**src/rtl/debounce_pkg.sv**
```systemverilog
// Shared types and constants for the multi-channel switch debouncer.
package debounce_pkg;

    typedef enum logic [1:0] {
        ZERO    = 2'd0,
        WAIT_HI = 2'd1,
        ONE     = 2'd2,
        WAIT_LO = 2'd3
    } db_state_t;

    localparam int DEFAULT_DB_CYCLES = 2_000_000;
    localparam int GLITCH_W          = 8;

    // Debounced level shown while in a state; early windows show the new level immediately.
    function automatic logic db_level(input db_state_t st, input logic early);
        case (st)
            ONE:     return 1'b1;
            WAIT_HI: return early;
            WAIT_LO: return ~early;
            default: return 1'b0;
        endcase
    endfunction

endpackage

```
**src/rtl/db_channel.sv**
```systemverilog
// One debounce channel: 2-FF synchroniser, window FSM, timer and edge ticks.
// Optional glitch counter is built when DB_GLITCH_CNT_EN is defined.
//
// state   | meaning
// ZERO    | settled low, waiting for sin=1
// WAIT_HI | rising window running (early: output already high)
// ONE     | settled high, waiting for sin=0
// WAIT_LO | falling window running (early: output already low)
module db_channel
    import debounce_pkg::*;
#(
    parameter int DB_CYCLES = DEFAULT_DB_CYCLES,
    parameter int CNT_W     = $clog2(DB_CYCLES)
) (
    input  logic                clk,
    input  logic                reset,
    input  logic                mode,
    input  logic                in,
`ifdef DB_GLITCH_CNT_EN
    input  logic                glitch_clr,
    output logic [GLITCH_W-1:0] glitch_cnt,
`endif
    output logic                db_out,
    output logic                rise_tick,
    output logic                fall_tick
);

    localparam logic [CNT_W-1:0] CNT_LAST = CNT_W'(DB_CYCLES - 1);

    logic             s1_q, s2_q;
    logic             sin;
    db_state_t        state_q, state_d;
    logic [CNT_W-1:0] cnt_q, cnt_d;
    logic             ch_mode_q, ch_mode_d;
    logic             db_q, db_d;
    logic             rise_q, rise_d;
    logic             fall_q, fall_d;
    logic             win_done;

    assign sin      = s2_q;
    assign win_done = (cnt_q == CNT_LAST);

    always_ff @(posedge clk or posedge reset) begin
        if (reset) begin
            s1_q      <= 1'b0;
            s2_q      <= 1'b0;
            state_q   <= ZERO;
            cnt_q     <= '0;
            ch_mode_q <= 1'b0;
            db_q      <= 1'b0;
            rise_q    <= 1'b0;
            fall_q    <= 1'b0;
        end else begin
            s1_q      <= in;
            s2_q      <= s1_q;
            state_q   <= state_d;
            cnt_q     <= cnt_d;
            ch_mode_q <= ch_mode_d;
            db_q      <= db_d;
            rise_q    <= rise_d;
            fall_q    <= fall_d;
        end
    end

    // In delayed mode an opposite level aborts the window, even on its last cycle.
    always_comb begin
        state_d   = state_q;
        cnt_d     = cnt_q;
        ch_mode_d = ch_mode_q;
        case (state_q)
            ZERO: begin
                if (sin) begin
                    state_d   = WAIT_HI;
                    cnt_d     = '0;
                    ch_mode_d = mode;
                end
            end
            ONE: begin
                if (!sin) begin
                    state_d   = WAIT_LO;
                    cnt_d     = '0;
                    ch_mode_d = mode;
                end
            end
            WAIT_HI: begin
                if (!ch_mode_q && !sin) begin
                    state_d = ZERO;
                    cnt_d   = '0;
                end else if (win_done) begin
                    state_d = ONE;
                    cnt_d   = '0;
                end else begin
                    cnt_d = cnt_q + 1'b1;
                end
            end
            WAIT_LO: begin
                if (!ch_mode_q && sin) begin
                    state_d = ONE;
                    cnt_d   = '0;
                end else if (win_done) begin
                    state_d = ZERO;
                    cnt_d   = '0;
                end else begin
                    cnt_d = cnt_q + 1'b1;
                end
            end
            default: begin
                state_d = ZERO;
                cnt_d   = '0;
            end
        endcase
    end

    always_comb begin
        db_d   = db_level(state_d, ch_mode_d);
        rise_d = db_d & ~db_q;
        fall_d = ~db_d & db_q;
    end

    assign db_out    = db_q;
    assign rise_tick = rise_q;
    assign fall_tick = fall_q;

`ifdef DB_GLITCH_CNT_EN
    logic                sin_prev_q;
    logic [GLITCH_W-1:0] glitch_q, glitch_d;
    logic                in_window;

    assign in_window = (state_q == WAIT_HI) || (state_q == WAIT_LO);

    // Clear has priority over a same-cycle increment; the count saturates.
    always_comb begin
        glitch_d = glitch_q;
        if (glitch_clr) begin
            glitch_d = '0;
        end else if (in_window && (sin != sin_prev_q) && (glitch_q != '1)) begin
            glitch_d = glitch_q + 1'b1;
        end
    end

    always_ff @(posedge clk or posedge reset) begin
        if (reset) begin
            sin_prev_q <= 1'b0;
            glitch_q   <= '0;
        end else begin
            sin_prev_q <= sin;
            glitch_q   <= glitch_d;
        end
    end

    assign glitch_cnt = glitch_q;
`endif

endmodule

```
**src/rtl/multi_ch_debounce.sv**
```systemverilog
// N-channel debouncer with runtime early/delayed mode; one db_channel per input.
// Defining DB_GLITCH_CNT_EN adds glitch_clr and the per-channel glitch_cnt bus.
module multi_ch_debounce
    import debounce_pkg::*;
#(
    parameter int N_CH      = 4,
    parameter int DB_CYCLES = DEFAULT_DB_CYCLES
) (
    input  logic                     clk,
    input  logic                     reset,
    input  logic                     mode,
    input  logic [N_CH-1:0]          in,
`ifdef DB_GLITCH_CNT_EN
    input  logic                     glitch_clr,
    output logic [N_CH*GLITCH_W-1:0] glitch_cnt,
`endif
    output logic [N_CH-1:0]          db_out,
    output logic [N_CH-1:0]          rise_tick,
    output logic [N_CH-1:0]          fall_tick
);

    localparam int CNT_W = $clog2(DB_CYCLES);

    for (genvar i = 0; i < N_CH; i++) begin : g_ch
        db_channel #(
            .DB_CYCLES (DB_CYCLES),
            .CNT_W     (CNT_W)
        ) u_ch (
            .clk        (clk),
            .reset      (reset),
            .mode       (mode),
            .in         (in[i]),
`ifdef DB_GLITCH_CNT_EN
            .glitch_clr (glitch_clr),
            .glitch_cnt (glitch_cnt[GLITCH_W*i +: GLITCH_W]),
`endif
            .db_out     (db_out[i]),
            .rise_tick  (rise_tick[i]),
            .fall_tick  (fall_tick[i])
        );
    end

endmodule

```
**config.mk**
```make
export PLATFORM = sky130hd
export DESIGN_NAME = multi_ch_debounce
export DESIGN_NICKNAME = d
export VERILOG_FILES = /design/src/rtl/debounce_pkg.sv /design/src/rtl/db_channel.sv /design/src/rtl/multi_ch_debounce.sv
export SDC_FILE = /design/constraint.sdc
export NUM_CORES = 1
export LEC_CHECK = 0
export ABC_AREA = 0
export CORE_ASPECT_RATIO = 0.6
export CORE_MARGIN = 8
export CORE_UTILIZATION = 42
export DETAILED_ROUTE_END_ITERATION = 7
export PLACE_DENSITY = 0.65
export SLEW_MARGIN = 10
export SYNTH_ARGS = -nofsm -noshare
export SYNTH_HDL_FRONTEND = slang
export SYNTH_SLANG_ARGS = --single-unit
```
**constraint.sdc**
```tcl
create_clock -name clk -period 9.5 [get_ports clk]
set_input_delay 1.9 -clock clk [delete_from_list [all_inputs] [get_ports clk]]
set_output_delay 1.9 -clock clk [all_outputs]
set_load 0.02 [all_outputs]
```
Word level (Yosys, flattened, before mapping)
Cells that the tools add are included.
{ "word_totals": {"mem_bits_rw": 0, "output_inout_bits": 12, "latch_bits": 0, "register_bits": 116, "elab_cells": 184, "mem_count": 0, "inputBits": 7, "rom_bits": 0} }
{ "classes": {"eq_ne": 36, "bitwise": 20, "magnitude_cmp": 0, "mux": 68, "shifts": 0, "reduce_logical": 24, "add_sub_neg": 4, "multipliers": 0, "div": 0} }
{ "op_table": {"columns": ["operator", "count"], "rows": [
  ["$mux W21", 20],
  ["$pmux W21 S4", 4],
  ["$add A21 B1 Y21 const B", 4],
  ["$eq A21 B21 Y1 const B", 4],
  ["$mux W2", 24],
  ["$eq A2 B2 Y1 const B", 16],
  ["$pmux W2 S4", 4],
  ["$eq A2 B1 Y1 const B", 8],
  ["$not A1 Y1", 12],
  ["$pmux W1 S3", 4],
  ["$and A1 B1 Y1", 8],
  ["$logic_and A1 B1 Y1", 8],
  ["$logic_not A1 Y1", 8],
  ["$logic_not A2 Y1", 4],
  ["$mux W1", 8],
  ["$ne A2 B1 Y1 const B", 4],
  ["$ne A2 B2 Y1 const B", 4],
  ["$pmux W1 S2", 4],
  ["$reduce_and A2 Y1", 4]
]} }

Depth between registers and ports, before layout
Gate-level depths: netlist of the first run.
{ "logic_depth": {"depth_word": 8, "mapped_depth": 8, "depth_no_buf": 6} }

Hierarchy
A second synthesis of the first run with hierarchy kept.
{ "unflattened": {"hier_cells": 643, "hier_area_um2": 6316.1} }
{ "by_module_without_submodules": {"columns": ["module", "area_each_um2", "seq_area_each_um2", "cells_each", "instances"], "rows": [
  ["db_channel at g_ch[0].u_ch ...", 1577.8, 725.7, 160, 3],
  ["db_channel at g_ch[3].u_ch", 1582.8, 725.7, 163, 1]
]} }

Worst setup path after synthesis of the first run
Ideal clock, no wire load.
{ "synth_path": {"path_kind": "input-to-reg", "startpoint": "input port mode", "endpoint": "register g_ch[1].u_ch.fall_q", "path_stages": 6, "path_slack_ps": 6532, "t_required_ps": 9433, "t_arrival_ps": 2902, "setup_ps": 67, "path_buffers": 1, "path_cell_list": "clkbuf_1 -> nor2b_1 -> o21ai_0 -> o311ai_0 -> a311oi_1 -> and2_1"} }
{ "synth_via": {"elab_chain_cells": 6, "elab_cells_between_ends": 7, "classes_between": "mux: 4; bitwise: 3"} }
{ "synth_rtl": {"columns": ["element", "line_no", "rtl"], "rows": [
  ["start, declared", "multi_ch_debounce.sv:11", "input logic mode,"],
  ["$mux W1, on equally long branches", "db_channel.sv:79, db_channel.sv:72", null],
  ["$pmux W1 S2 *", "db_channel.sv:70", "case (state_q)"],
  ["$not A1 Y1", "debounce_pkg.sv:19", "WAIT_LO: return ~early;"],
  ["$pmux W1 S3 *", "debounce_pkg.sv:16", "case (st)"],
  ["$not A1 Y1 *", "db_channel.sv:117", "fall_d = ~db_d & db_q;"],
  ["$and A1 B1 Y1 *", "db_channel.sv:117", null],
  ["via g_ch[1].u_ch.fall_d", "db_channel.sv:37", "logic fall_q, fall_d;"],
  ["end signal, assigned", "db_channel.sv:61", "fall_q <= fall_d;"],
  ["end, declared", "db_channel.sv:37", null]
]} }
The timed path passes the listed nets; every way through them passes the cells marked *.
A chain may end at the register's enable or synchronous reset.

Final worst setup path of the first run
{ "layout_path": {"startpoint": "input port mode", "endpoint": "register g_ch[0].u_ch.fall_q"} }
{ "layout_via": {"elab_chain_cells": 6, "elab_cells_between_ends": 7, "classes_between": "mux: 4; bitwise: 3"} }
{ "layout_rtl": {"columns": ["element", "line_no"], "rows": [
  ["$mux W1, on equally long branches", "db_channel.sv:79, db_channel.sv:72"],
  ["$pmux W1 S2 *", "db_channel.sv:70"],
  ["$not A1 Y1", "debounce_pkg.sv:19"],
  ["$pmux W1 S3 *", "debounce_pkg.sv:16"],
  ["$not A1 Y1 *", "db_channel.sv:117"],
  ["$and A1 B1 Y1 *", "db_channel.sv:117"],
  ["via g_ch[0].u_ch.fall_d", "db_channel.sv:37"],
  ["end signal, assigned", "db_channel.sv:61"],
  ["end, declared", "db_channel.sv:37"]
]} }
Marked as above.

==> metrics, run 1 <==
worst r2r src=g_ch[0].u_ch.cnt_q[9]$_DFFE_PP0P_; P&R area growth vs syn=15.0%; Slew @ Worst Pin=1110 ps; routed wire length=12600 um; placed cell area=6250 um2; largest net degree at the start of global routing=62; vias in the first global route=4436; final setup TNS=0 ps; Initial Utilization=0.434; vias=4564; R2R setup slack=7200 ps; met1 WL=6480 um; top cells by area, synth=dfrtp_1, xnor2_1, nor2_1, nand2_1, xor2_1; Yosys warning count=0; Largest stage delay, worst path=620 ps; Yosys reg bits=116; CTS Buf Count=17; critical path required time=9830 ps; met3 wire length=618 um; share of the synthesized area in the top cell type=0.485; clock slew at reported path FFs=60 ps; DP HPWL=8550 um; asr flop ratio synth=1.00; CP Depth=6; Hold Path Class=flip-flop to flip-flop; Worst Skew=9.40 ps; proportion of power drawn by the clock network=0.428; Post CTS Setup Buffer Count=0; hold buffers post-CTS=0; hold depth=0; CTS tree=built; DRT iter0 DRCs=390; status=finished clean; Max Slew Vio Count=0; clk sinks=116; Final setup viols=0; port bufs=18; Final Net Count=647; Antenna Violating Nets Remaining=0; drt drc=0; simple-gate share of the synthesized area=0.244; Post-Syn Nets=640; post-synthesis adder-cell area fraction=0.00836; Setup WS pre-CTS=5760 ps; switching pwr=479 uW; GR Overflow Total=0; sink of the worst hold path=g_ch[0].u_ch.s2_q$_DFF_PP0_; syn_area_per_cell=9.51 um2; commonest non-fill, non-tap cells in the layout=dfrtp_1, nor2_1, nand2_1; Synth Area in Compound Gates=0.116; layout cells sized above 1=0.0801; CP startpoint kind=primary input; Slew Limit Headroom=0.258; H-tree depth=4; final hold viol count=0; CP bufs+invs=1; cts repair resizes=0; Reg2Reg Capture Point=g_ch[0].u_ch.cnt_q[15]$_DFFE_PP0P_; Setup WS post-layout=6180 ps; Max-Cap Viols=0; Core ar.=13800 um2; Max clock buf depth=2; maximum VDD drop=0.000147 V; Netlist Area Pre-Place=5980 um2; Avg WL per Cell=15.0 um; WS Path Type=primary input to flip-flop; Worst setup EP type=flip-flop; mux cell area share after synthesis=0.0230; area leader, netlist=dfrtp_1; main combinational cell family by area after synthesis=simple AND/OR/NAND/NOR gates; clk_lat worst skew=400 ps; Tcrit/Tclk final=0.350; cell internal pwr=1120 uW; CP cell instances=clkdlybuf4s50_1, nor2b_1, o21ai_0, o311ai_0, a311oi_1, and2_1; Row Count=33; post-layout min period=3320 ps; Ports=19; Post-synth EDFFs=0; RD Place Congestion=0.831; critical path's top delay family=compound AO/OA/AOI/OAI gates; CTS root buffer=clkbuf_16; Mapped Cells=629; Top Layer Used=met4; Critical-path top delay cell=clkdlybuf4s50_1; initial antenna violation count=0; WP data arrival=3650 ps; Pleak=0.00290 uW; Die X-Extent=170 um; Die ar.=18400 um2; first-pass GRT wire length=21700 um; Sw Ratio=0.299; logic gate share of total power=0.187; R2R cell count=5; n_diodes=0; Vias/cell=5.43; top_reg_cell synth=dfrtp_1; highest net fanout along the worst path=11; WL met2=5440 um; sequential fraction of the synthesis area=0.485; fill cell count=1221; Seq pwr share=0.386; Initial DRT Pass Iterations=5; HP Start=g_ch[0].u_ch.s1_q$_DFF_PP0_; RSZ-0062 raised after global routing=no; distinct cell type count after synthesis=58; commonest non-fill, non-tap cell in the layout=dfrtp_1; Die Span Y=108 um; Design Area, Final=6880 um2; GRT Overall Usage=0.145; PD cells=233 nW/um2; Synth Area in XOR/XNOR=0.0834; f_max=301 MHz
## routing by layer
metal / global-route usage / up-vias
met5: 0 / -
met4: 0.0430 / 0
met3: 0.0364 / 6
met2: 0.214 / 103
met1: 0.206 / 2211
li1: - / 2244
## final cells by class
class                           count  area [um2]  share of cell area
Clock inverter                     12         179              0.0260
Multi-Input combinational cell    464        2840               0.413
Timing Repair Buffer               20         195              0.0284
Sequential cell                   116        2900               0.422
Inverter                           17        66.3             0.00963
Clock buffer                       20         457              0.0664
Tap cell                          192         240              0.0349
## through the flow
| stage | hold WS (ps) | std cells | power [uW] | util |
|---|---|---|---|---|
| finish | 343 | 841 | 1600 | 0.499 |
| global route | 357 | 841 | 1680 | 0.499 |
| CTS | 347 | 841 | 1610 | 0.499 |
| detailed placement | 335 | 809 | 922 | 0.453 |
| global placement | 337 | 809 | 907 | 0.453 |
| floorplan | 331 | 629 | 847 | - |
## synth_stat cells (4+ instances only)
library cell,number
a21o_1,9
a21oi_1,19
a22o_1,4
a31oi_1,12
and2_1,8
and3_1,16
and4_1,9
buf_2,7
buf_4,12
clkbuf_1,12
dfrtp_1,116
ha_1,4
inv_1,17
mux2_2,6
mux2i_1,7
nand2_1,58
nand2b_1,7
nand3_1,40
nand4_1,15
nor2_1,72
nor2b_1,8
nor3_1,19
nor4_1,4
o2111ai_1,4
o21ai_0,31
o22ai_1,4
or2_2,4
or3_1,7
xnor2_1,34
xor2_1,23
## power by group through the flow
| stage | Combinational (uW) | Sequential [uW] | Clock (uW) |
|---|---|---|---|
| after CTS | 300 | 616 | 695 |
| after floorplan | 254 | 593 | 0 |
| after global routing | 336 | 627 | 717 |
| final | 299 | 617 | 685 |
| after global placement | 287 | 621 | 0 |
| after detailed placement | 299 | 623 | 0 |
## cell families after synthesis
family                     after synthesis
and+or+nand+nor                        285
DFF                                    116
AOI/OAI and AO/OA                      105
xor gates and xnor gates                57
buffers and inverters                   49
muxes                                   13
adders and majority gates                4
## state kept, by name (all words and copies together), names as in the netlist
signal               cells
g_ch.u_ch.rise_tick      4
g_ch.u_ch.state_q        8
g_ch.u_ch.s1_q           4
g_ch.u_ch.fall_tick      4
g_ch.u_ch.cnt_q         84
g_ch.u_ch.s2_q           4
g_ch.u_ch.ch_mode_q      4
g_ch.u_ch.db_out         4
## how the worst max path moves through the flow
stage                                        from                                  to
floorplan                                   reset    g_ch[0].u_ch.ch_mode_q$_DFF_PP0_
global placement                            reset  g_ch[0].u_ch.cnt_q[18]$_DFFE_PP0P_
detailed placement                           mode    g_ch[0].u_ch.fall_tick$_DFF_PP0_
CTS                 g_ch[3].u_ch.db_out$_DFF_PP0_                           db_out[3]
global route                                 mode    g_ch[0].u_ch.fall_tick$_DFF_PP0_
finish                                       mode    g_ch[0].u_ch.fall_tick$_DFF_PP0_
Power figures use the tool's default switching activity.
==> inputs of run 2 (changes only) <==
Clock period 9.5 ns to 3.3 ns, I/O delays scaled along.
==> metrics, run 2 (synthesis gave the netlist of run 1 again) <==
commonest non-fill, non-tap cell in the layout=dfrtp_1; sink of the worst hold path=g_ch[2].u_ch.s2_q$_DFF_PP0_; placed cell area=6280 um2; GR Overflow Total=0; critical path's top delay family=simple AND/OR/NAND/NOR gates; final setup TNS=0 ps; R2R cell count=5; largest net degree at the start of global routing=45; post-layout min period=2340 ps; layout cells sized above 1=0.0786; Ports=19; Max-Cap Viols=0; RD Place Congestion=0.806; worst r2r src=g_ch[3].u_ch.cnt_q[9]$_DFFE_PP0P_; R2R setup slack=960 ps; CTS Buf Count=17; DP HPWL=8750 um; maximum VDD drop=0.000309 V; critical path required time=3550 ps; Row Count=33; CP cell instances=or4b_1, nor4_1, a21oi_1, nor2_2, nor2_1; hold depth=0; Avg WL per Cell=15.2 um; Slew Limit Headroom=0.349; largest register by flop count=g_ch.u_ch.cnt_q; CTS root buffer=clkbuf_16; Die Span Y=108 um; Final setup viols=0; Antenna Violating Nets Remaining=0; PD cells=643 nW/um2; biggest registers after layout=g_ch.u_ch.cnt_q (84), g_ch.u_ch.state_q (8); final hold viol count=0; Worst setup EP type=flip-flop; f_max=426 MHz; Slew @ Worst Pin=973 ps; CTS tree=built; Die X-Extent=170 um; clk_lat worst skew=410 ps; initial antenna violation count=0; Max Slew Vio Count=0; Die ar.=18400 um2; max reg flops=84; Design Area, Final=6850 um2; vias in the first global route=4501; Worst Skew=9.83 ps; Core ar.=13800 um2; status=finished clean; fill cell count=1262; hold buffers post-CTS=0; cts repair resizes=0; HP Start=g_ch[2].u_ch.s1_q$_DFF_PP0_; Vias/cell=5.49; RSZ-0062 raised after global routing=no; Largest stage delay, worst path=610 ps; vias=4616; Tcrit/Tclk final=0.711; drt drc=0; clk sinks=116; clock slew at reported path FFs=60 ps; Final Net Count=648; H-tree depth=4; Reg2Reg Capture Point=g_ch[3].u_ch.cnt_q[11]$_DFFE_PP0P_; WS Path Type=flip-flop to flip-flop; port bufs=18; WP data arrival=2600 ps; Post CTS Setup Buffer Count=0; Max clock buf depth=2; commonest non-fill, non-tap cells in the layout=dfrtp_1, nor2_1, nand2_1; DRT iter0 DRCs=351; Critical-path top delay cell=nor2_2; n_diodes=0; CP bufs+invs=0; routed wire length=12800 um; Initial DRT Pass Iterations=5; Hold Path Class=flip-flop to flip-flop; GRT Overall Usage=0.148; Initial Utilization=0.434; first-pass GRT wire length=22200 um; highest net fanout along the worst path=18; P&R area growth vs syn=14.5%; CP startpoint kind=flip-flop; Pleak=0.00290 uW
run 2: cell types whose count changed in the layout (fill, tap and decap cells not counted), moves of 2 or more:
cell | before | now
buf_12 | 0 | 2
clkinvlp_4 | 6 | 4
bufinv_16 | 4 | 2
clkinv_2 | 1 | 5
run 2: per-layer routing:
| metal | track usage | routed length (um) |
|---|---|---|
| met4 | 0.0492 | 136 |
| met5 | 0 | 0 |
| met1 | 0.206 | 6460 |
| met2 | 0.225 | 5500 |
| met3 | 0.0338 | 662 |
run 2: metrics by stage:
stage	instances	power, uW	utilization	setup slack, ps	hold WS (ps)
CTS	841	4440	0.497	996	352
detailed placement	810	2650	0.455	849	340
finish	841	4400	0.497	955	351
global placement	810	2610	0.455	917	336
global route	841	4640	0.497	819	352
floorplan	629	2440	-	1230	331
run 2: how the worst max path moves through the flow:
stage | to | depth (start not counted) | from
4_1_cts | g_ch[3].u_ch.cnt_q[11]$_DFFE_PP0P_ | 5 | g_ch[3].u_ch.cnt_q[9]$_DFFE_PP0P_
5_1_grt | g_ch[3].u_ch.cnt_q[14]$_DFFE_PP0P_ | 5 | g_ch[3].u_ch.cnt_q[9]$_DFFE_PP0P_
6_report | g_ch[3].u_ch.cnt_q[11]$_DFFE_PP0P_ | 5 | g_ch[3].u_ch.cnt_q[9]$_DFFE_PP0P_
2_1_floorplan | g_ch[0].u_ch.ch_mode_q$_DFF_PP0_ | 1 | reset
3_3_place_gp | g_ch[1].u_ch.fall_tick$_DFF_PP0_ | 6 | mode
3_5_place_dp | g_ch[1].u_ch.fall_tick$_DFF_PP0_ | 6 | mode
run 2: layout make-up:
cell class | count | area (um2) | area share
Timing Repair Buffer | 21 | 228 | 0.0332
Multi-Input combinational cell | 464 | 2840 | 0.415
Tap cell | 192 | 240 | 0.0351
Sequential cell | 116 | 2900 | 0.424
Clock inverter | 10 | 108 | 0.0157
Clock buffer | 21 | 460 | 0.0672
Inverter | 17 | 67.6 | 0.00986
run 2: power by group:
part | leakage [uW] | total [uW] | internal, uW | switching [uW]
Combinational | 0.00107 | 857 | 346 | 511
Sequential | 0.00156 | 1770 | 1580 | 190
Clock | 0.000274 | 1770 | 1140 | 634
